==> config.mk <==
export PLATFORM = sky130hd
export DESIGN_NAME = plot_arbiter_flat
export DESIGN_NICKNAME = d
export VERILOG_FILES = /design/src/rtl/plot_arbiter_if.sv /design/src/rtl/plot_arbiter.sv /design/src/flat_wrapper.sv
export SDC_FILE = /design/constraint.sdc
export NUM_CORES = 1
export LEC_CHECK = 0
export CAP_MARGIN = 5
export CORE_MARGIN = 3
export CORE_UTILIZATION = 30
export CTS_BUF_LIST = sky130_fd_sc_hd__clkbuf_16
export CTS_CLUSTER_DIAMETER = 150
export DETAILED_ROUTE_END_ITERATION = 6
export PLACE_DENSITY = 0.72
export SLEW_MARGIN = 40
export SYNTH_ARGS = -nofsm -noshare
export SYNTH_HDL_FRONTEND = slang
export SYNTH_SLANG_ARGS = --single-unit
==> constraint.sdc <==
create_clock -name clk -period 3.09 [get_ports clk]
set_input_delay 0.927 -clock clk [delete_from_list [all_inputs] [get_ports clk]]
set_output_delay 0.927 -clock clk [all_outputs]
set_load 0.01 [all_outputs]
==> src/rtl/plot_arbiter_if.sv <==
// Pixel request bus between the three drawing engines and the arbiter,
// together with the arbiter's registered output towards the VGA adapter.
// Requester i occupies x[8i+7:8i], y[7i+6:7i] and colour[3i+2:3i].
interface plot_arbiter_if;
    logic [2:0]  req_valid;
    logic [23:0] req_x;
    logic [20:0] req_y;
    logic [8:0]  req_colour;
    logic [2:0]  req_ready;

    logic [7:0]  vga_x;
    logic [6:0]  vga_y;
    logic [2:0]  vga_colour;
    logic        vga_plot;
    logic [7:0]  clip_count;
    logic        busy;

    // Drawing-engine side: offers pixels, observes grants and adapter output.
    modport master (
        output req_valid, req_x, req_y, req_colour,
        input  req_ready, vga_x, vga_y, vga_colour, vga_plot, clip_count, busy
    );

    // Arbiter side.
    modport slave (
        input  req_valid, req_x, req_y, req_colour,
        output req_ready, vga_x, vga_y, vga_colour, vga_plot, clip_count, busy
    );
endinterface

==> src/rtl/plot_arbiter.sv <==
// Round-robin arbiter that merges pixel streams from the fillscreen, circle
// and reuleaux engines into a single registered plot port for the VGA
// adapter. Pixels outside the visible area are accepted and counted but are
// never plotted.
module plot_arbiter #(
    parameter int unsigned XMAX = 159,
    parameter int unsigned YMAX = 119
) (
    input logic          clk,
    input logic          rst_n,
    plot_arbiter_if.slave bus
);

    localparam logic [7:0] X_LIM = 8'(XMAX);
    localparam logic [6:0] Y_LIM = 7'(YMAX);

    // Requester 2 is the reset owner of the pointer so that requester 0 is
    // first in line after reset.
    localparam logic [1:0] LAST_RESET = 2'd2;

    logic [1:0] last_q;
    logic [1:0] grant_idx;
    logic       grant_hit;
    logic       xfer;
    logic [7:0] sel_x;
    logic [6:0] sel_y;
    logic [2:0] sel_colour;
    logic       on_screen;

    // Wrap-around successor of a requester index (0 -> 1 -> 2 -> 0).
    function automatic logic [1:0] next_idx(input logic [1:0] idx);
        return (idx == 2'd2) ? 2'd0 : idx + 2'd1;
    endfunction

    // Round-robin search starting just after the last granted requester.
    always_comb begin
        logic [1:0] cand;
        // NOTE: every variable written here gets a default first, so no path
        // leaves it unassigned and no latch is inferred.
        grant_idx = 2'd0;
        grant_hit = 1'b0;
        cand      = next_idx(last_q);
        for (int k = 0; k < 3; k++) begin
            if (!grant_hit && bus.req_valid[cand]) begin
                grant_hit = 1'b1;
                grant_idx = cand;
            end
            cand = next_idx(cand);
        end
    end

    // One-hot grant, suppressed while reset is held.
    always_comb begin
        bus.req_ready = 3'b000;
        if (rst_n && grant_hit) begin
            bus.req_ready = 3'b001 << grant_idx;
        end
    end

    assign xfer = rst_n && grant_hit;

    // Select the granted requester's pixel and decide whether it is visible.
    always_comb begin
        sel_x      = bus.req_x[7:0];
        sel_y      = bus.req_y[6:0];
        sel_colour = bus.req_colour[2:0];
        case (grant_idx)
            2'd1: begin
                sel_x      = bus.req_x[15:8];
                sel_y      = bus.req_y[13:7];
                sel_colour = bus.req_colour[5:3];
            end
            2'd2: begin
                sel_x      = bus.req_x[23:16];
                sel_y      = bus.req_y[20:14];
                sel_colour = bus.req_colour[8:6];
            end
            default: ;
        endcase
        on_screen = (sel_x <= X_LIM) && (sel_y <= Y_LIM);
    end

    // Last-grant pointer advances only when a pixel actually moves.
    always_ff @(posedge clk or negedge rst_n) begin
        // NOTE: state is updated with non-blocking assignments so every
        // register samples pre-edge values regardless of statement order.
        if (!rst_n) begin
            last_q <= LAST_RESET;
        end else if (xfer) begin
            last_q <= grant_idx;
        end
    end

    // Registered plot port: visible pixels are forwarded with a one-cycle
    // strobe; clipped pixels and idle cycles leave the coordinates untouched.
    always_ff @(posedge clk or negedge rst_n) begin
        // NOTE: reset clears the in-flight pixel so nothing half-drawn is
        // replayed to the adapter after a mid-stream reset.
        if (!rst_n) begin
            bus.vga_x      <= 8'd0;
            bus.vga_y      <= 7'd0;
            bus.vga_colour <= 3'd0;
            bus.vga_plot   <= 1'b0;
        end else if (xfer && on_screen) begin
            bus.vga_x      <= sel_x;
            bus.vga_y      <= sel_y;
            bus.vga_colour <= sel_colour;
            bus.vga_plot   <= 1'b1;
        end else begin
            bus.vga_plot   <= 1'b0;
        end
    end

    // Saturating counter of pixels dropped for being off-screen.
    always_ff @(posedge clk or negedge rst_n) begin
        if (!rst_n) begin
            bus.clip_count <= 8'd0;
        end else if (xfer && !on_screen && bus.clip_count != 8'hFF) begin
            bus.clip_count <= bus.clip_count + 8'd1;
        end
    end

    // Activity flag: some requester was asking during the previous cycle.
    always_ff @(posedge clk or negedge rst_n) begin
        if (!rst_n) begin
            bus.busy <= 1'b0;
        end else begin
            bus.busy <= |bus.req_valid;
        end
    end

endmodule
==> src/flat_wrapper.sv <==
// flat-port wrapper written by rule: the top's interface ports become plain ports
module plot_arbiter_flat 
#(
    parameter int unsigned XMAX = 159,
    parameter int unsigned YMAX = 119
)
  (clk, rst_n, bus_req_valid, bus_req_x, bus_req_y, bus_req_colour, bus_req_ready, bus_vga_x, bus_vga_y, bus_vga_colour, bus_vga_plot, bus_clip_count, bus_busy);
  plot_arbiter_if bus_i ();
  input logic clk;
  input logic rst_n;
  input wire logic [$bits(bus_i.req_valid)-1:0] bus_req_valid;
  input wire logic [$bits(bus_i.req_x)-1:0] bus_req_x;
  input wire logic [$bits(bus_i.req_y)-1:0] bus_req_y;
  input wire logic [$bits(bus_i.req_colour)-1:0] bus_req_colour;
  output wire logic [$bits(bus_i.req_ready)-1:0] bus_req_ready;
  output wire logic [$bits(bus_i.vga_x)-1:0] bus_vga_x;
  output wire logic [$bits(bus_i.vga_y)-1:0] bus_vga_y;
  output wire logic [$bits(bus_i.vga_colour)-1:0] bus_vga_colour;
  output wire logic [$bits(bus_i.vga_plot)-1:0] bus_vga_plot;
  output wire logic [$bits(bus_i.clip_count)-1:0] bus_clip_count;
  output wire logic [$bits(bus_i.busy)-1:0] bus_busy;
  assign bus_i.req_valid = bus_req_valid;
  assign bus_i.req_x = bus_req_x;
  assign bus_i.req_y = bus_req_y;
  assign bus_i.req_colour = bus_req_colour;
  assign bus_req_ready = bus_i.req_ready;
  assign bus_vga_x = bus_i.vga_x;
  assign bus_vga_y = bus_i.vga_y;
  assign bus_vga_colour = bus_i.vga_colour;
  assign bus_vga_plot = bus_i.vga_plot;
  assign bus_clip_count = bus_i.clip_count;
  assign bus_busy = bus_i.busy;
  plot_arbiter #(.XMAX(XMAX), .YMAX(YMAX)) u_core (.clk(clk), .rst_n(rst_n), .bus(bus_i));
endmodule
==> flow_summary.toml <==
[detailed_routing]
firstDrtPassIters = 6
vias = 1775
wl_per_cell_um = 15.8
drt-initial-drc-count = 98
wl_um = 5700
via_per_inst = 4.90
post-route-drc-count = 0
antenna_left = 0

[power_and_ir_drop]
seqPwrFrac = 0.291
p_leak_nw = 1.37
swShare = 0.312
p_comb_frac = 0.514
clkPwrFrac = 0.194
vdd_ir_drop_max_v = 0.000414
powerDensity_mw_per_mm2 = 703
total_power_w = 0.00232
intPower_w = 0.00159
p_sw_w = 0.000722

[clock_network]
cts.clk_slew.worst_paths_ns = 0.05
cts-root-buf = "clkbuf_16"
cts_tree = "yes"
clock_latency_ns = 0.27
cts-hold-fix-buffers = 0
clockBufferDepth = 2
clock_sinks = 30
htree_levels = 2
cts_made_buffers = 5

[cells_and_area]
insertedDiodeCount = 0
area_growth_pct = 92.5
fin_nets = 354
instances_no_fill = 362
drive_gt1_frac = 0.336

[setup_path]
crit_fanout = 4
crit_buf_inv = 2
cp_top_family = "buffers and inverters"
r2r_slack_ns = 0.29
slowest_stage = "clkdlybuf4s50_1"
worstSetupPathType = "input pin to output pin"
worst_path_largest_cell_delay_ns = 0.53
start_kind = "input pin"
cp.required_ns = 2.16
endpoint_kind = "output pin"
cp_cell_sequence = "clkdlybuf4s50_1 -> o31a_1 -> and2_1 -> clkdlybuf4s15_2"
crit_arrival_ns = 2.12

[synth]
syn_nets = 227
synthCells = 164
synth.distinct_cells = 30
synth-seq-area-share = 0.440
netlist_area_mm2 = 0.00171
synth_area_per_cell_um2 = 10.4
yosys_register_bits = 30
synth_warnings = 0

[floorplan]
ioPinCount = 90
coreArea_mm2 = 0.00530
die-area_mm2 = 0.00664
initial_core_util = 0.323
rows = 26
die_y_um = 81.5
die_w_um = 81.5

[timing]
hold_violations = 0
period_minus_slack_ns = 3.04
tightest_slew_ns = 0.390
fmax_mhz = 328
setup-violations-final = 0
slew_viol_final = 0
slew_headroom = 0.740
rsz0062_at_grt = "yes"
fin_skew_ns = 0.00594
holdWs_ns = 0.505
finalCritPeriodShare = 0.985

[placed_design]
globalplace.congestion = 0.839
placedCellCount = 334
io_buffer_count = 89
dpl.hpwl_um = 3750

[grt]
grt_max_degree = 32
grt_pass1_vias = 1757
globalRouteTotalUtil = 0.167
grt_pass1_wl_um = 8380
overflow = 0
antenna_found_initial = 0

[min_path]
hold_class = "flip-flop to flip-flop"

[job]
cap_violations = 0

[status]
outcome = "finished clean"
## per-stage QoR
| step | worst slack, ns | util | instance area [µm²] | setup TNS (ns) |
|---|---|---|---|---|
| 6_report | 0.0453 | 0.621 | 3290 | 0 |
| 2_1_floorplan | -0.104 | - | 1720 | -0.939 |
| 3_5_place_dp | -0.614 | 0.524 | 2780 | -15.91 |
| 3_3_place_gp | -0.521 | 0.524 | 2780 | -12.93 |
| 5_1_grt | -0.0320 | 0.621 | 3290 | -0.233 |
| 4_1_cts | -0.00754 | 0.602 | 3190 | -0.0381 |
## path summary, 6_finish.rpt
| check | startpoint | to | depth (start not counted) |
|---|---|---|---|
| setup / recovery | rst_n | bus_req_ready[1] | 4 |
| min in group asynchronous | rst_n | u_core.bus.vga_plot | 2 |
| hold reg to reg | u_core.bus.clip_count[7] | u_core.bus.clip_count[7] | 1 |
| setup reg to reg | u_core.last_q[1] | u_core.bus.vga_colour[0] | 15 |
| max in group asynchronous | rst_n | u_core.last_q[1] | 2 |
| hold / removal | u_core.bus.clip_count[7] | u_core.bus.clip_count[7] | 1 |
## registers in the layout, indices dropped and copies added, names as in the netlist
signal / count
u_core.last_q: 2
u_core.bus.clip_count: 8
u_core.bus.vga_y: 7
u_core.bus.vga_colour: 3
u_core.bus.vga_x: 8
u_core.bus.busy: 1
u_core.bus.vga_plot: 1
## layer usage
metal  track usage  vias to the layer above  routed length [µm]
li1              -                      850                   -
met4        0.0642                        0                 108
met2         0.300                       59                2980
met5             0                        -                   0
met3        0.0373                       11                 351
met1         0.192                      855                2260
## Yosys cell counts
master      n  share of area
a21oi_1    18          0.053
o31a_1      1         0.0051
o21ai_0     8          0.023
mux2_2     10          0.066
and4_1      1         0.0051
buf_12      1          0.012
buf_2       1         0.0029
nand4_1     1         0.0037
and2_1      3          0.011
buf_6       3          0.020
nor3_1      2         0.0059
buf_4       1         0.0044
nor3_4      1         0.0095
o2111ai_1   1         0.0051
xnor2_1     7          0.036
o21a_1      1         0.0044
o211ai_1    1         0.0044
nor2_1     20          0.044
nand3_1     4          0.012
mux2_4      9          0.079
dfrtp_1    29           0.42
dfstp_2     1          0.015
nand2_1     6          0.013
a22oi_1    18          0.079
or3_1       1         0.0037
inv_1       3         0.0066
clkbuf_1    4         0.0088
nor2b_1     2         0.0073
o22ai_1     2         0.0073
ha_1        4          0.029
## power by group through the flow
stage	Clock (W)	Sequential, W	Combinational [W]
after floorplan	0	0.000728	0.000411
after global placement	0	0.000668	0.000985
after CTS	0.000454	0.000668	0.00115
after global routing	0.000479	0.000692	0.00127
final	0.000450	0.000674	0.00119
after detailed placement	0	0.000669	0.00100
## cell families (layout without fill, tap and decap cells)
family          count (synthesis)  in the layout  synth area share
compound gates                 50             50             0.181
fa+ha+maj                       4              4            0.0293
mux                            19             19             0.145
xor+xnor                        7              7            0.0358
flops                          30             30             0.440
simple gates                   41             41             0.115
buf+inv                        13            141            0.0541
## cell usage in the layout (no fill, tap or decap), types with 4 or more instances in the layout
| cell | netlist | final |
|---|---|---|
| nand3_1 | 4 | 4 |
| buf_6 | 3 | 6 |
| buf_4 | 1 | 30 |
| nor2_1 | 20 | 18 |
| a21oi_2 | 0 | 6 |
| a21oi_1 | 18 | 12 |
| a22oi_2 | 0 | 5 |
| a22oi_1 | 18 | 13 |
| clkbuf_16 | 0 | 5 |
| clkdlybuf4s50_1 | 0 | 83 |
| nand2_1 | 6 | 4 |
| dfrtp_1 | 29 | 29 |
| o21ai_0 | 8 | 7 |
| mux2_2 | 10 | 10 |
| mux2_4 | 9 | 9 |
| xnor2_1 | 7 | 7 |
## worst reg2reg max path, stage by stage (launching register included)
cell	delay [ns]
dfstp_2	0.59
nor2b_4	0.05
o22ai_2	0.09
nand2_2	0.10
buf_6	0.13
ha_4	0.15
buf_8	0.13
buf_4	0.14
a22oi_1	0.20
a21oi_2	0.11
and4_4	0.17
nor3_4	0.12
buf_6	0.13
buf_12	0.12
buf_12	0.11
mux2_2	0.33
## area by class of cell
| class | instances | area, µm² |
|---|---|---|
| Fill cell | 435 | 2010 |
| Timing Repair Buffer | 130 | 1310 |
| Multi-Input combinational cell | 121 | 997 |
| Sequential cell | 30 | 752 |
| Clock buffer | 5 | 125 |
| Tap cell | 70 | 87.6 |
| Clock inverter | 3 | 11.3 |
| Inverter | 3 | 11.3 |
## timing repair
item	in CTS	in global routing
endpoints found under the setup margin	29	24
gates cloned	3	0
pin swaps	12	11
resized for setup	47	21
setup buffers	11	6
Power figures use the tool's default switching activity.
